`src/rtl/fp_accum_seq.sv`:
```
// fp_accum_seq: accumulates groups of IEEE-754 single operands into a running
// sum with one combinational adder between the accumulator and an operand
// register. Each group, terminated by in_last, produces a single result record
// (sum, saturating operand count, overflow flag) that is held until it is taken.
//
// Handshake semantics: a transfer happens on a rising clk edge where the
// producer's valid and the consumer's ready are both 1; a producer holds its
// payload stable while valid is high and ready is low, and ready never depends
// combinationally on valid (in_ready and out_valid decode only state and rst).

module fp_accum_seq #(
    parameter int CNT_W = 16
) (
    input  logic             clk,
    input  logic             rst,
    input  logic             in_valid,
    input  logic [31:0]      in_data,
    input  logic             in_last,
    output logic             in_ready,
    output logic             out_valid,
    output logic [31:0]      out_data,
    output logic [CNT_W-1:0] out_count,
    output logic             out_ovf,
    input  logic             out_ready,
    output logic [1:0]       o_dbg_state
);

    typedef enum logic [1:0] {
        ST_ACC   = 2'd0,
        ST_DRAIN = 2'd1,
        ST_OUT   = 2'd2
    } state_t;

    state_t           r_state;
    logic [31:0]      r_acc;
    logic [31:0]      r_op;
    logic             r_pend;
    logic [CNT_W-1:0] r_count;
    logic             r_ovf;
    logic             r_in_ready;
    logic             r_out_valid;

    logic [31:0]      w_add;
    logic             w_accept;
    logic             w_add_ovf;
    logic             w_cnt_full;

    // The single adder: accumulator plus the operand captured last cycle.
    fpadder u_fpadder (
        .src1 (r_acc),
        .src2 (r_op),
        .out  (w_add)
    );

    assign w_accept   = in_valid && r_in_ready;
    assign w_add_ovf  = (w_add[30:23] == 8'hFF);
    assign w_cnt_full = (r_count == {CNT_W{1'b1}});

    // Sequencer: operand capture, pending add retirement, group handshake.
    always_ff @(posedge clk) begin
        if (rst) begin
            r_state     <= ST_ACC;
            r_acc       <= 32'h0;
            r_op        <= 32'h0;
            r_pend      <= 1'b0;
            r_count     <= '0;
            r_ovf       <= 1'b0;
            r_in_ready  <= 1'b1;
            r_out_valid <= 1'b0;
        end else begin
            // A captured operand is folded in exactly one cycle after capture.
            if (r_pend) begin
                r_acc <= w_add;
                r_ovf <= r_ovf | w_add_ovf;
            end
            if (w_accept) begin
                r_op    <= in_data;
                r_count <= r_count + {{(CNT_W-1){1'b0}}, !w_cnt_full};
            end
            // Stays set across back-to-back accepts so no operand is skipped.
            r_pend <= w_accept;

            case (r_state)
                ST_ACC: begin
                    if (w_accept && in_last) begin
                        r_state    <= ST_DRAIN;
                        r_in_ready <= 1'b0;
                    end
                end
                ST_DRAIN: begin
                    // The last operand's add retires this cycle.
                    r_state     <= ST_OUT;
                    r_out_valid <= 1'b1;
                end
                ST_OUT: begin
                    if (out_ready) begin
                        r_acc       <= 32'h0;
                        r_count     <= '0;
                        r_ovf       <= 1'b0;
                        r_state     <= ST_ACC;
                        r_in_ready  <= 1'b1;
                        r_out_valid <= 1'b0;
                    end
                end
                default: begin
                    r_state     <= ST_ACC;
                    r_in_ready  <= 1'b1;
                    r_out_valid <= 1'b0;
                end
            endcase
        end
    end

    // Reset masks both flow-control outputs in the same cycle it is applied.
    assign in_ready    = r_in_ready && !rst;
    assign out_valid   = r_out_valid && !rst;
    assign out_data    = r_acc;
    assign out_count   = r_count;
    assign out_ovf     = r_ovf;
    assign o_dbg_state = r_state;

endmodule

// fpadder: combinational IEEE-754 single-precision add, round to nearest even.
// Subnormal inputs and results are flushed to +0; exact cancellation gives +0;
// a result whose exponent reaches 255 becomes a correctly signed infinity.
module fpadder (
    input  logic [31:0] src1,
    input  logic [31:0] src2,
    output logic [31:0] out
);

    logic              w_swap;
    logic [31:0]       w_big;
    logic [31:0]       w_sml;
    logic [7:0]        w_el;
    logic [7:0]        w_es;
    logic [23:0]       w_ml;
    logic [23:0]       w_ms;
    logic [7:0]        w_ediff;
    logic [4:0]        w_sh;
    logic [58:0]       w_wide;
    logic [26:0]       w_align;
    logic [27:0]       w_sum;
    logic [4:0]        w_lz;
    logic [26:0]       w_norm;
    logic signed [9:0] w_exp;
    logic              w_rnd_up;
    logic [24:0]       w_mant;
    logic signed [9:0] w_exp_f;
    logic [22:0]       w_frac;
    logic              w_a_spec;
    logic              w_b_spec;

    // Index of the leading one counted from bit 26 (27 when v is zero).
    function automatic logic [4:0] lzc27(input logic [26:0] v);
        lzc27 = 5'd27;
        for (int i = 0; i < 27; i++) begin
            if (v[i]) lzc27 = 5'(26 - i);
        end
    endfunction

    // Align, add/subtract, normalise, round, then pack with special cases.
    always_comb begin
        w_swap  = (src2[30:0] > src1[30:0]);
        w_big   = w_swap ? src2 : src1;
        w_sml   = w_swap ? src1 : src2;
        w_el    = w_big[30:23];
        w_es    = w_sml[30:23];
        w_ml    = (w_el == 8'd0) ? 24'd0 : {1'b1, w_big[22:0]};
        w_ms    = (w_es == 8'd0) ? 24'd0 : {1'b1, w_sml[22:0]};
        w_ediff = w_el - w_es;
        w_sh    = (w_ediff > 8'd31) ? 5'd31 : w_ediff[4:0];

        // Smaller mantissa gets guard/round bits above the point and 32 bits
        // below that collapse into a sticky bit.
        w_wide  = {w_ms, 35'd0} >> w_sh;
        w_align = w_wide[58:32] | {26'd0, |w_wide[31:0]};

        if (w_big[31] == w_sml[31]) begin
            w_sum = {1'b0, w_ml, 3'b000} + {1'b0, w_align};
        end else begin
            w_sum = {1'b0, w_ml, 3'b000} - {1'b0, w_align};
        end

        w_lz = 5'd0;
        if (w_sum[27]) begin
            w_norm = {w_sum[27:2], |w_sum[1:0]};
            w_exp  = $signed({2'b00, w_el}) + 10'sd1;
        end else begin
            w_lz   = lzc27(w_sum[26:0]);
            w_norm = w_sum[26:0] << w_lz;
            w_exp  = $signed({2'b00, w_el}) - $signed({5'd0, w_lz});
        end

        w_rnd_up = w_norm[2] & (w_norm[1] | w_norm[0] | w_norm[3]);
        w_mant   = {1'b0, w_norm[26:3]} + {24'd0, w_rnd_up};
        w_exp_f  = w_mant[24] ? (w_exp + 10'sd1) : w_exp;
        w_frac   = w_mant[24] ? w_mant[23:1] : w_mant[22:0];

        w_a_spec = &src1[30:23];
        w_b_spec = &src2[30:23];

        if (w_a_spec && w_b_spec && (src1[31] != src2[31])) begin
            out = 32'h7FC00000;
        end else if (w_a_spec) begin
            out = src1;
        end else if (w_b_spec) begin
            out = src2;
        end else if (w_sum == 28'd0) begin
            out = 32'h0;
        end else if (w_exp_f >= 10'sd255) begin
            out = {w_big[31], 8'hFF, 23'd0};
        end else if (w_exp_f <= 10'sd0) begin
            out = 32'h0;
        end else begin
            out = {w_big[31], w_exp_f[7:0], w_frac};
        end
    end

endmodule

```
`config.mk`:
```
export PLATFORM = sky130hd
export DESIGN_NAME = fp_accum_seq
export DESIGN_NICKNAME = d
export VERILOG_FILES = /design/src/rtl/fp_accum_seq.sv
export SDC_FILE = /design/constraint.sdc
export NUM_CORES = 1
export LEC_CHECK = 0
export CAP_MARGIN = 0
export CORE_ASPECT_RATIO = 0.5
export CORE_MARGIN = 2
export CORE_UTILIZATION = 50
export DETAILED_ROUTE_END_ITERATION = 7
export PLACE_DENSITY = 0.68
export SYNTH_ARGS = -nofsm -noshare
export SYNTH_HDL_FRONTEND = slang
export SYNTH_SLANG_ARGS = --single-unit
```
`constraint.sdc`:
```
create_clock -name clk -period 17.1 [get_ports clk]
set_input_delay 2.565 -clock clk [delete_from_list [all_inputs] [get_ports clk]]
set_output_delay 2.565 -clock clk [all_outputs]
set_load 0.1 [all_outputs]
```
# Word-level counts from Yosys, hierarchy flattened
# Cells that the tools add are included.
# totals
elab_cells	117
register_bits	86
# classes
magnitude_cmp	4
shifts	2
n_reduce_logical	19
addsub	8
bitwise_logic	7
n_mux	61
n_eq_ne	8
# ops
op	count
two-way mux 32 bit	11
two-way mux 5 bit	18
right shift 59 x 5 -> 59 bit	1
two-way mux 16 bit	3
two-way mux 24 bit	2
two-way mux 4 bit	8
OR reduction 32 bit	1
> comparator 31 bit	1
adder 27 x 27 -> 28 bit	1
logical NOT 28 bit	1
two-way mux 28 bit	1
subtractor 27 x 27 -> 28 bit	1
two-way mux 27 bit	1
bitwise OR 27 x 1 -> 27 bit	1
left shift 27 x 5 -> 27 bit	1
adder 24 x 1 -> 25 bit	1
two-way mux 23 bit	1
two-way mux 10 bit	2
adder 16 x 1 -> 16 bit	1
== test 16 bit (second input constant)	1
logical NOT 8 bit	2
AND reduction 8 bit	2
adder 10 x 2 -> 10 bit (second input constant)	1
>= comparator 10 x 9 -> 1 bit (second input constant)	1
other kinds (24)	45

# Logic depth before layout (Yosys ltp)
# depth
depth_word	57
ltp_mapped	70
depth_no_buf	62

# Cells and area by module
# A second synthesis with hierarchy kept.
# hier_totals
cells_unflattened	2389
hier_area_um2	16233.1
# modules_own_cells
mod	area_per_inst_um2	cells_per_inst	seq_area_each_um2	n_inst
fpadder	13001.2	2031	0.0	1
fp_accum_seq	3231.8	358	1721.7	1

# Worst setup path after synthesis
# No wires, ideal clock.
# synth_path
path_type	reg2reg
start	register r_acc[26] (netlist: out_data[26])
end	register r_acc[10] (netlist: out_data[10])
stages_incl_launch_ff	68
period_less_slack_ns	13.626
setup_ns	0.087
setup_slack_ns	3.474
path_buffers	8
t_arrival_ns	13.539
t_required_ns	17.013
cell_sequence	dfxtp_1 inv_1 ha_1 buf_4 and4_4 nand4_1 nor3_2 o21ai_1 a211o_1 and2_1 ha_1 a21o_1 a21o_1 a221o_1 mux2_2 or4_4 a32oi_4 nand2_1 (+32 left out) ha_1 inv_1 fa_1 nand2_1 nand2_1 a21oi_1 nand2b_1 a21oi_1 a21oi_1 and3_1 xnor2_1 o22ai_1 and4_1 mux2_1 nor4_4 o21ai_2 buf_6 o31ai_2
# synth_via
elab_chain_len	55
# synth_lines
element	line	source
start, declared	35	logic [31:0] r_acc;
start signal, assigned	73	r_acc <= w_add;
> comparator 31 bit	165	w_swap = (src2[30:0] > src1[30:0]);
two-way mux 32 bit (on tied branches)	166, 167	
subtractor 8 bit	172	w_ediff = w_el - w_es;
> comparator 8 x 5 -> 1 bit	173	w_sh = (w_ediff > 8'd31) ? 5'd31 : w_ediff[4:0];
two-way mux 5 bit	173	
right shift 59 x 5 -> 59 bit	177	w_wide = {w_ms, 35'd0} >> w_sh;
OR reduction 32 bit	178	w_align = w_wide[58:32] | {26'd0, |w_wide[31:0]};
bitwise OR 27 x 1 -> 27 bit	178	
(+39 left out)	-	
two-way mux 32 bit	212	end else if (w_exp_f >= 10'sd255) begin
two-way mux 32 bit	210	end else if (w_sum == 28'd0) begin
two-way mux 32 bit	208	end else if (w_b_spec) begin
two-way mux 32 bit	206	end else if (w_a_spec) begin
two-way mux 32 bit (*)	204	if (w_a_spec && w_b_spec && (src1[31] != src2[31])) begin
two-way mux 32 bit (*)	72	if (r_pend) begin
two-way mux 32 bit	96	if (out_ready) begin
two-way mux 32 bit (*)	83	case (r_state)
# Mark *: on every way between the ends. The rest lies on a longest branch, timed or not. The select of a mux whose other input is x is not followed.
# A chain may end at the register's enable or synchronous reset.

# Final worst setup path
# layout_path
start	register r_acc[26] (netlist: out_data[26])
end	register r_acc[22] (netlist: out_data[22])
# Same word-level chain as after synthesis.

==> out/summary.json <==
{
  "placement": {
    "count_of_input_and_output_buffers": 89,
    "gpl.final_weighted_congestion": 1.05,
    "place_inst": 2761,
    "hpwl_um": 55900,
    "place_area_um2": 17100,
    "preCtsSetupSlack_ns": 1.47
  },
  "worst_setup_path": {
    "cpPeakStageDelay_ns": 0.84,
    "worstSetupStartpointType": "register",
    "timing.critical_path.fanout_max": 16,
    "worst_ep_required_time_ns": 17.35,
    "crit_type": "reg -> reg",
    "r2r_setup_slack_ns": 1.18,
    "critPathSlowestCell": "sky130_fd_sc_hd__o31ai_4",
    "r2r-end": "out_data[22]",
    "worst_setup_path_end_kind": "register",
    "crit_path_frequent_cell": "sky130_fd_sc_hd__o21ai_0",
    "worst-r2r-cell-count": 58,
    "worstPathArrival_ns": 16.17,
    "r2r_start": "out_data[26]"
  },
  "layout": {
    "layout_cells_excl_fill": 2777,
    "most_frequent_standard_cell_in_the_layout_excluding_fill_and_tap_cells": "sky130_fd_sc_hd__nand2_1",
    "final.fill_count": 3039,
    "final_cell_area_um2": 17400,
    "drive_above_1_share_pct": 7.82,
    "mostFrequentLayoutCells": "295 x sky130_fd_sc_hd__nand2_1, 257 x sky130_fd_sc_hd__nor2_1, 214 x sky130_fd_sc_hd__a21oi_1",
    "flow.area_growth_from_synthesis_pct": 10.4,
    "num-nets-final": 2480
  },
  "clock_tree": {
    "clk_transition_reported_paths_ns": 0.06,
    "postCtsHoldBufs": 0,
    "postCtsSetupBuffers": 0,
    "ctsResizeCount": 0,
    "clock_path_buffers": 2,
    "clock_sink_count": 86,
    "htree_levels": 3,
    "cts_tree": "done",
    "tritoncts_buffer_count": 9,
    "root_buffer": "sky130_fd_sc_hd__clkbuf_16",
    "insertion_delay_ns": 0.35
  },
  "routing": {
    "finalWirelength_um": 70300,
    "drt-vias-per-instance": 6.94,
    "drt_pass_1_iters": 6,
    "detail_route.iter0.violations": 3019,
    "vias": 19300,
    "drc": 0,
    "wl_per_instance_um": 25.3,
    "final_antenna_net_count": 0
  },
  "sta": {
    "worst_slew_margin_relative_to_its_limit_pct": 23.2,
    "final.period_utilization_pct": 93.1,
    "number_of_endpoints_with_negative_hold_slack_in_the_final_report": 0,
    "timing.clock.skew_ns": 0.0120,
    "finalSetupViolations": 0,
    "totalNegativeSetupSlack_ns": 0,
    "rsz0062_at_grt": "false",
    "slew_violations": 0,
    "max_slew.worst_pin.slew_ns": 1.15,
    "maxClockFrequency_mhz": 62.8,
    "timing.final.ws_setup_ns": 1.18,
    "time_the_final_worst_path_needs_with_i_o_delays_and_setup_ns": 15.92
  },
  "logic_synthesis": {
    "synth-seq-area-share_pct": 10.9,
    "synth_cell_types": 114,
    "post_synthesis_mean_instance_area_um2": 6.79,
    "synth_area_um2": 15800,
    "dominantRegCellSynth": "sky130_fd_sc_hd__dfxtp_1",
    "postSynthCellCount": 2326,
    "synth-edff-count": 0,
    "yosys_warnings": 0,
    "seq_cells_post_synth": 86,
    "synth_fp_nets": 2457,
    "asyncSetResetFlopFracSynth_pct": 0
  },
  "run_status": {
    "status": "complete, no violations"
  },
  "global_routing": {
    "grt_util_all_layers_pct": 41.2,
    "antenna_found_initial": 2,
    "grt_first_pass_wirelength_um": 106000,
    "grt-ovfl-total": 0,
    "grt_max_degree": 75,
    "number_of_global_route_vias_before_repair": 17200
  },
  "run": {
    "drv_cap": 0
  },
  "min_path": {
    "number_of_cells_traversed_by_the_worst_hold_path": 2,
    "worst_min_path_class": "reg -> reg",
    "endpoint_with_the_worst_hold_slack": "r_out_valid",
    "timing.hold.worst.start": "r_out_valid"
  },
  "die": {
    "dieWidth_um": 255,
    "die_height_um": 130,
    "placeableCoreArea_um2": 30700,
    "floorplan.die_area_um2": 33100,
    "ios": 90,
    "rows": 45,
    "initial_core_util_pct": 51.5
  }
}
## metrics by stage
step	hold slack (ns)	util [%]
2_1_floorplan	0.462	-
3_3_place_gp	0.472	55.7
3_5_place_dp	0.478	55.7
4_1_cts	0.491	56.8
5_1_grt	0.531	56.8
6_report	0.487	56.8
## critical path: cells and delay by family, from the launching register on
family | cells | cell delay, ns
muxes | 3 | 0.78
DFF | 1 | 0.39
AOI/OAI and AO/OA | 30 | 8.32
xor gates and xnor gates | 2 | 0.75
adders and majority gates | 4 | 1.62
buffers and inverters | 3 | 0.57
and+or+nand+nor | 16 | 3.38
## sequential cells by signal (all words and copies together), names as in the netlist
signal and flops:
r_out_valid 1, out_ovf 1, r_in_ready 1, r_op 32, o_dbg_state 2, out_data 32, out_count 16, r_pend 1
## synth_stat cells, drive strengths merged, types with 35 or more instances
cell type	n	share of area [%]
nand2	297	7.1
a21oi	215	6.8
clkbuf	73	1.7
inv	114	2.7
mux2i	81	5.1
nand3	88	2.9
ha	92	7.3
nor3	67	2.2
xor2	35	1.9
buf	61	2.2
a211oi	39	1.9
o21ai	117	3.8
nor2	259	6.2
xnor2	60	3.3
dfxtp	86	11
a21o	42	2.0
## logic make-up (layout without fill, tap and decap cells)
logic type,count (synthesis),count (layout),share of synthesized area [%]
other cells,0,1,0
xor+xnor,95,95,5.27
mux,107,107,7.44
simple gates,944,944,28.9
compound gates,751,751,33.3
buf+inv,249,276,6.68
flops,86,86,10.9
fa+ha+maj,94,94,7.54
## worst max-delay path by stage
| stage | from | end | slack [ns] | cells past startpoint |
|---|---|---|---|---|
| 3_5_place_dp | out_data[23] | out_data[3] | 1.47 | 57 |
| 6_report | out_data[26] | out_data[22] | 1.18 | 58 |
| 4_1_cts | out_data[26] | out_data[12] | 1.42 | 57 |
| 5_1_grt | out_data[26] | out_data[22] | 0.07 | 58 |
| 2_1_floorplan | out_data[26] | out_data[10] | 3.47 | 67 |
| 3_3_place_gp | out_data[23] | out_data[12] | 1.64 | 57 |
## routing by layer
metal / routed length [um] / global-route usage, % / vias to the layer above
met3: 10200 / 13.4 / 189
li1: - / - / 8665
met2: 27000 / 58.5 / 1393
met5: 10 / 0 / -
met4: 2470 / 12.5 / 2
met1: 30700 / 58.6 / 9011
## final cells by class
class,count,area (um^2),share of cell area [%]
Antenna cell,1,2.50,0.0144
Multi-Input combinational cell,1991,13100,75.2
Clock buffer,12,256,1.47
Sequential cell,86,1720,9.88
Clock inverter,3,67.6,0.388
Tap cell,423,529,3.04
Inverter,115,432,2.48
Timing Repair Buffer,146,1320,7.56
Power is not shown: default switching activity piles up to over one toggle a cycle in this logic, so the estimate is an artifact.
